File: src/rtl/obstacle_scheduler.sv
`default_nettype none
// ============================================================================
// obstacle_scheduler : draws one LFSR word per obstacle, counts the frame gap
//                      and offers the obstacle over a valid/ready handshake.
// Revision: 1.0
// ============================================================================
module obstacle_scheduler #(
  parameter int MIN_GAP_P   = 40,
  parameter int GAP_RANGE_W = 6
) (
  input  logic        clk_i,
  input  logic        rst_i,
  input  logic        run_i,
  input  logic        frame_i,
  input  logic [1:0]  level_i,
  input  logic [15:0] rand_i,
  output logic        next_o,
  output logic        spawn_valid_o,
  input  logic        spawn_ready_i,
  output logic [1:0]  spawn_type_o,
  output logic [1:0]  spawn_height_o,
  output logic [7:0]  gap_o
);

  localparam logic [1:0] S_IDLE  = 2'd0;
  localparam logic [1:0] S_DRAW  = 2'd1;
  localparam logic [1:0] S_COUNT = 2'd2;
  localparam logic [1:0] S_OFFER = 2'd3;

  localparam logic [7:0] c_min_gap = 8'(MIN_GAP_P);

  logic [1:0] r_state;
  logic [1:0] w_next_state;
  logic [7:0] r_cnt;
  logic [1:0] r_type;
  logic [1:0] r_height;

  logic [7:0] w_gap;
  logic [7:0] w_level_off;
  logic [7:0] w_rand_off;
  logic [1:0] w_type;
  logic [1:0] w_height;
  logic       w_unused_rand;

  assign w_level_off = {3'b000, level_i, 3'b000};
  assign w_rand_off  = 8'(rand_i[GAP_RANGE_W-1:0]);
  assign w_gap       = c_min_gap - w_level_off + w_rand_off;

  // Birds are suppressed at level 0; bird lane 3 folds back to lane 0.
  assign w_type   = (rand_i[15:14] == 2'd3 && level_i == 2'd0) ? 2'd0 : rand_i[15:14];
  assign w_height = (w_type == 2'd3 && rand_i[13:12] != 2'd3) ? rand_i[13:12] : 2'd0;

  assign w_unused_rand = ^rand_i[11:0];

  always_ff @(posedge clk_i) begin
    if (rst_i) begin
      r_state <= S_IDLE;
    end else begin
      r_state <= w_next_state;
    end
  end

  always_comb begin
    w_next_state = r_state;
    if (!run_i) begin
      w_next_state = S_IDLE;
    end else begin
      case (r_state)
        S_IDLE:  w_next_state = S_DRAW;
        S_DRAW:  w_next_state = S_COUNT;
        S_COUNT: if (frame_i && r_cnt == 8'd1) w_next_state = S_OFFER;
        S_OFFER: if (spawn_ready_i) w_next_state = S_DRAW;
        default: w_next_state = S_IDLE;
      endcase
    end
  end

  always_ff @(posedge clk_i) begin
    if (rst_i || !run_i) begin
      r_cnt    <= 8'd0;
      r_type   <= 2'd0;
      r_height <= 2'd0;
    end else begin
      case (r_state)
        S_DRAW: begin
          r_cnt    <= w_gap;
          r_type   <= w_type;
          r_height <= w_height;
        end
        S_COUNT: begin
          if (frame_i && r_cnt != 8'd0) r_cnt <= r_cnt - 8'd1;
        end
        default: ;
      endcase
    end
  end

  always_comb begin
    next_o         = 1'b0;
    spawn_valid_o  = 1'b0;
    spawn_type_o   = 2'd0;
    spawn_height_o = 2'd0;
    gap_o          = 8'd0;
    case (r_state)
      S_DRAW:  next_o = run_i;
      S_COUNT: gap_o  = r_cnt;
      S_OFFER: begin
        spawn_valid_o  = 1'b1;
        spawn_type_o   = r_type;
        spawn_height_o = r_height;
      end
      default: ;
    endcase
  end

endmodule
`default_nettype wire

File: config.mk
export PLATFORM = sky130hd
export DESIGN_NAME = obstacle_scheduler
export DESIGN_NICKNAME = d
export VERILOG_FILES = /design/src/rtl/obstacle_scheduler.sv
export SDC_FILE = /design/constraint.sdc
export NUM_CORES = 1
export LEC_CHECK = 0
export ABC_CLOCK_PERIOD_IN_PS = 2100
export CORE_ASPECT_RATIO = 0.9
export CORE_MARGIN = 10
export CORE_UTILIZATION = 44
export CTS_CLUSTER_SIZE = 24
export DETAILED_ROUTE_END_ITERATION = 12
export PLACE_DENSITY = 0.79
export RECOVER_POWER = 50
export SYNTH_ARGS = -nofsm -noshare
export SYNTH_HDL_FRONTEND = slang
export SYNTH_SLANG_ARGS = --single-unit
File: constraint.sdc
create_clock -name clk_i -period 2.1 [get_ports clk_i]
set_clock_uncertainty 0.1 [all_clocks]
set_input_delay 0.315 -clock clk_i [delete_from_list [all_inputs] [get_ports clk_i]]
set_output_delay 0.315 -clock clk_i [all_outputs]
set_load 0.01 [all_outputs]
== Word-level counts from Yosys, hierarchy flattened ==
Cells that the tools add are included.

* Output and inout bits: 14
* Register bits after elaboration: 14
* Bits of input ports: 23
* Word-level logic and storage cells: 43

* Multiplexer cells: 12
* Bitwise logic cells: 1
* Equality and inequality tests: 10
* Add/subtract/negate cells: 3
* Reduce and logical (&&, ||, !) cells: 13

{| class="wikitable"
|+ Operators by type and width
! operator !! number
|-
| $mux W8 || 2
|-
| $pmux W8 S2 || 1
|-
| $mux W2 || 6
|-
| $add A7 B7 Y8 || 1
|-
| $eq A2 B2 Y1 const B || 4
|-
| $eq A8 B1 Y1 const B || 1
|-
| $ne A2 B2 Y1 const B || 4
|-
| $pmux W2 S4 || 1
|-
| $reduce_bool A8 Y1 || 1
|-
| $sub A8 B1 Y8 const B || 1
|-
| $sub A6 B5 Y7 const A || 1
|-
| $logic_and A1 B1 Y1 || 4
|-
| $logic_not A2 Y1 || 2
|-
| $reduce_and A2 Y1 || 2
|-
| $eq A2 B1 Y1 const B || 1
|-
| $mux W1 || 2
|-
| $reduce_bool A2 Y1 || 1
|-
| $reduce_or A2 Y1 || 1
|-
| $logic_not A1 Y1 || 1
|-
| $logic_or A1 B1 Y1 || 1
|-
| $not A1 Y1 || 1
|}

== Logic depth before layout (Yosys ltp) ==
* Depth after elaboration: 6
* Depth in mapped cells: 9
* Mapped depth without buffers: 7

== Worst setup path after synthesis ==
Ideal clock, no wire load.

* Path kind: reg2reg
* Start point: register r_state[0]
* End point: register r_cnt[6]
* Arrival time: 1.539 ns
* Cell stages (with the launch flop): 9
* Clock period less this slack: 1.758 ns
* Path buffers: 1
* Required time: 1.881 ns
* Setup time: 0.119 ns
* Setup slack: 0.342 ns
* Cells stage by stage: dfxtp_1 inv_1 ha_1 buf_2 inv_2 a311oi_1 a21oi_2 o21ba_1 o221a_1

* Cells in the longest elaborated chain, start to end: 3

{| class="wikitable"
|+ RTL lines
! what !! RTL line !! RTL
|-
| start: declaration || 32 || <nowiki>logic [1:0] r_state;</nowiki>
|-
| start signal: assignment || 59 || <nowiki>r_state <= w_next_state;</nowiki>
|-
| $eq A2 B2 Y1 or $eq A2 B1 Y1 (tied branches) || 84 || <nowiki>case (r_state)</nowiki>
|-
| $ne A2 B2 Y1 (no source line) or $reduce_bool A2 Y1 (tied branches) || -- ||
|-
| $reduce_and A2 Y1 (no source line) || -- ||
|-
| end signal: assignment || 86 || <nowiki>r_cnt <= w_gap;</nowiki>
|-
| end signal: assignment || 91 || <nowiki>if (frame_i && r_cnt != 8'd0) r_cnt <= r_cnt - 8'd1;</nowiki>
|-
| end: declaration || 34 || <nowiki>logic [7:0] r_cnt;</nowiki>
|}

Parallel ways exist; a longest one is shown, timed or not.
A chain may end at the register's enable or synchronous reset.

== Final worst setup path ==
* Start point: register r_state[1]
* End point: output next_o

* Cells in the longest elaborated chain, start to end: 2

{| class="wikitable"
|+ RTL lines
! what !! RTL line !! RTL
|-
| $eq A2 B1 Y1 || 104 || <nowiki>case (r_state)</nowiki>
|-
| $mux W1 || 104 ||
|-
| end: declaration || 17 || <nowiki>output logic next_o,</nowiki>
|}

No other way between the ends.

==> metrics.cfg <==
[yosys]
yosys.area.top_type=dfxtp_1
synth_fa_ha_area_share_pct=14.3
netlist_top_cells_area=dfxtp_1 (28%), ha_1 (12%), and2_1 (6.8%)
synth_mux_area_share_pct=0.989
synth_top_area_share_pct=27.7
synth.avg_cell_area_um2=7.91
yosysMostFrequentCell=dfxtp_1
ys_seq_area_share_pct=27.7
ys_top_cells_by_count=dfxtp_1 (14), nor2_1 (13), a21oi_1 (12), nand2_1 (12), and2_1 (11)
synthArstFlopShare_pct=0
synth_compound_area_share_pct=21.3
synthCells=128
synth_flop_cell=dfxtp_1
synth_xor_area_share_pct=1.73
ys_seq_elements=14
yosysUniqueCellTypes=38
yosysWarningCount=0
netlist_area_mm2=0.00101
synth-simple-area-share_pct=27.9
synth_top_family_by_area=simple AND/OR/NAND/NOR gates
synth-edff-count=0
syn_nets=162

[setup_path]
path_cells=inv_1 > ha_4 > and2_1 > clkdlybuf4s50_1
critPathKind=flop to primary output
worst-r2r-setup-slack_ns=0.18
worstPathArrival_ns=1.64
path_depth=4
reg2reg_depth=7
path_buf_inv=2
start_kind=flop
worstPathRequired_ns=1.68
cp-end-kind=primary output
critPathMaxFanout=8
crit_path_top_delay_cell=clkdlybuf4s50_1
cp_top_family=buffers and inverters
slowest_delay_ns=0.54

[global_route]
grt_pass1_wl_mm=4.83
grt_usage_pct=12.7
gr-total-overflow=0
grt_max_degree=14
grt_pass1_vias=1029
antenna_found_initial=0

[finish]
drive_gt1_share_pct=16.2
fillers=184
nNetsFinal=202
area_growth_pct=45.2
antenna_cells=0
final_util_pct=67.4

[floorplan]
start_util_pct=46.4
die_w_um=70.6
io_pins=37
die_area_mm2=0.00462
row_count=16
core-area_mm2=0.00218
die_y_um=65.5

[clock_tree]
clock-sinks=14
clk_latency_ns=0.29
numCtsBuffers=3
postCtsSetupBuffers=0
clkTransAtPathRegs_ns=0.09
cts.path.max_buffers=2
cts_htree_levels=1
cts_tree=built
root_buffer=clkbuf_4

[timing]
fmax_mhz=488
rsz0062_at_grt=true
period_needed_ns=2.05
drv_slew=0
tightestPinTransition_ns=0.514
relSlewSlack_pct=65.7
setup_tns_ns=0
setup_viol=0
finalCritPeriodShare_pct=97.6
hold_viol_final=0

[route]
viasPerCell=5.39
num_vias=1045
wirelength_mm=2.98
dr.pass1.iters=4
antenna_left=0
drc=0
avgRoutedWirePerCell_um=15.4
first_iter_violations=80

[place]
port_buffers=30
place_congestion=0.875
hpwl_mm=2.36

[power_and_ir_drop]
vdd_drop_max_mv=0.428
p_leak_nw=0.653
p_per_area_mw_per_mm2=437

[hold_path]
hold_class=flop to flop
hold_path_depth=2

[job]
max_cap_viol_count=0

[status]
run_status=complete, no violations

area by class of cell:
type	instances	area [um^2]	area share (%)
clock buffer	4	36.3	2.47
sequential	14	285	19.4
timing repair buffer	40	373	25.4
multi-input combinational	100	708	48.2
inverter	9	33.8	2.30
tap	27	33.8	2.30
logic make-up (layout without fill, tap and decap cells):
group	Yosys count	in the layout
multiplexers	1	1
XOR/XNOR	2	2
AO/OA/AOI/OAI	31	31
flip-flops	14	14
AND/OR/NAND/NOR	55	55
buffers and inverters	14	53
adder cells (fa/ha/maj)	11	11
worst reg2reg max path, stage by stage, from the launching register on:
cell and delay (ns):
dfxtp_4 0.39, inv_1 0.05, ha_2 0.19, inv_1 0.21, a311oi_2 0.11, a21oi_4 0.36
o21ba_1 0.20, o221a_1 0.21
metrics by stage:
stage	hold WS [ns]	total power, W	setup slack (ns)	area (um^2)	cells
6_report	0.371	0.000642	0.0494	1470	194
5_1_grt	0.394	0.000679	-0.00286	1470	194
4_1_cts	0.376	0.000644	0.0106	1440	194
3_5_place_dp	0.363	0.000439	-0.107	1390	190
3_3_place_gp	0.357	0.000432	-0.0815	1390	190
2_1_floorplan	0.341	0.000370	0.342	1010	128
registers in the layout, indices dropped and copies added, names as in the netlist:
name      flops
r_cnt         8
r_height      2
r_state       2
r_type        2
routing by layer:
layer,up-vias,share of wire [%],track usage [%],wire length (um)
met1,494,40,13.2,1200
met2,21,53,23.0,1580
li1,523,-,-,-
met3,7,4.5,4.05,134
met4,0,2.1,5.80,63
met5,-,0,0,0
what timing repair did:
action                                  4_1_cts  5_1_grt
endpoints found under the setup margin       12       11
gates resized for setup                      11        7
cloned                                        0        0
hold buffers                                  0        0
where the power goes:
group / internal (W) / switching (W) / leakage (nW)
clock network: 0.000106 / 0.0000959 / 0.0210
registers: 0.000272 / 0.00000864 / 0.115
logic: 0.0000825 / 0.0000763 / 0.517
cell usage in the layout (no fill, tap or decap), types with 2 or more instances in the layout:
cell type	count
a21o_1	2
nand2_1	12
ha_1	7
inv_1	9
nand2b_1	3
nand3_1	3
clkdlybuf4s50_1	20
o32ai_1	2
nor2_1	13
o31ai_1	3
dlymetal6s2s_1	2
clkbuf_4	5
nor2b_1	4
o21ai_0	2
dlygate4sd3_1	2
ha_2	2
dlygate4sd2_1	6
buf_4	8
a21oi_1	12
and2_1	11
nor3_1	3
dfxtp_1	12
path summary, 6_finish.rpt:
check / startpoint / endpoint
min reg2reg: r_type[0]$_SDFFE_PP0P_ / r_type[0]$_SDFFE_PP0P_
max: r_state[1]$_SDFFE_PP0P_ / next_o
max reg2reg: r_state[0]$_SDFFE_PP0P_ / r_cnt[6]$_SDFFE_PP0P_
min: r_type[0]$_SDFFE_PP0P_ / r_type[0]$_SDFFE_PP0P_
Power figures use the tool's default switching activity.
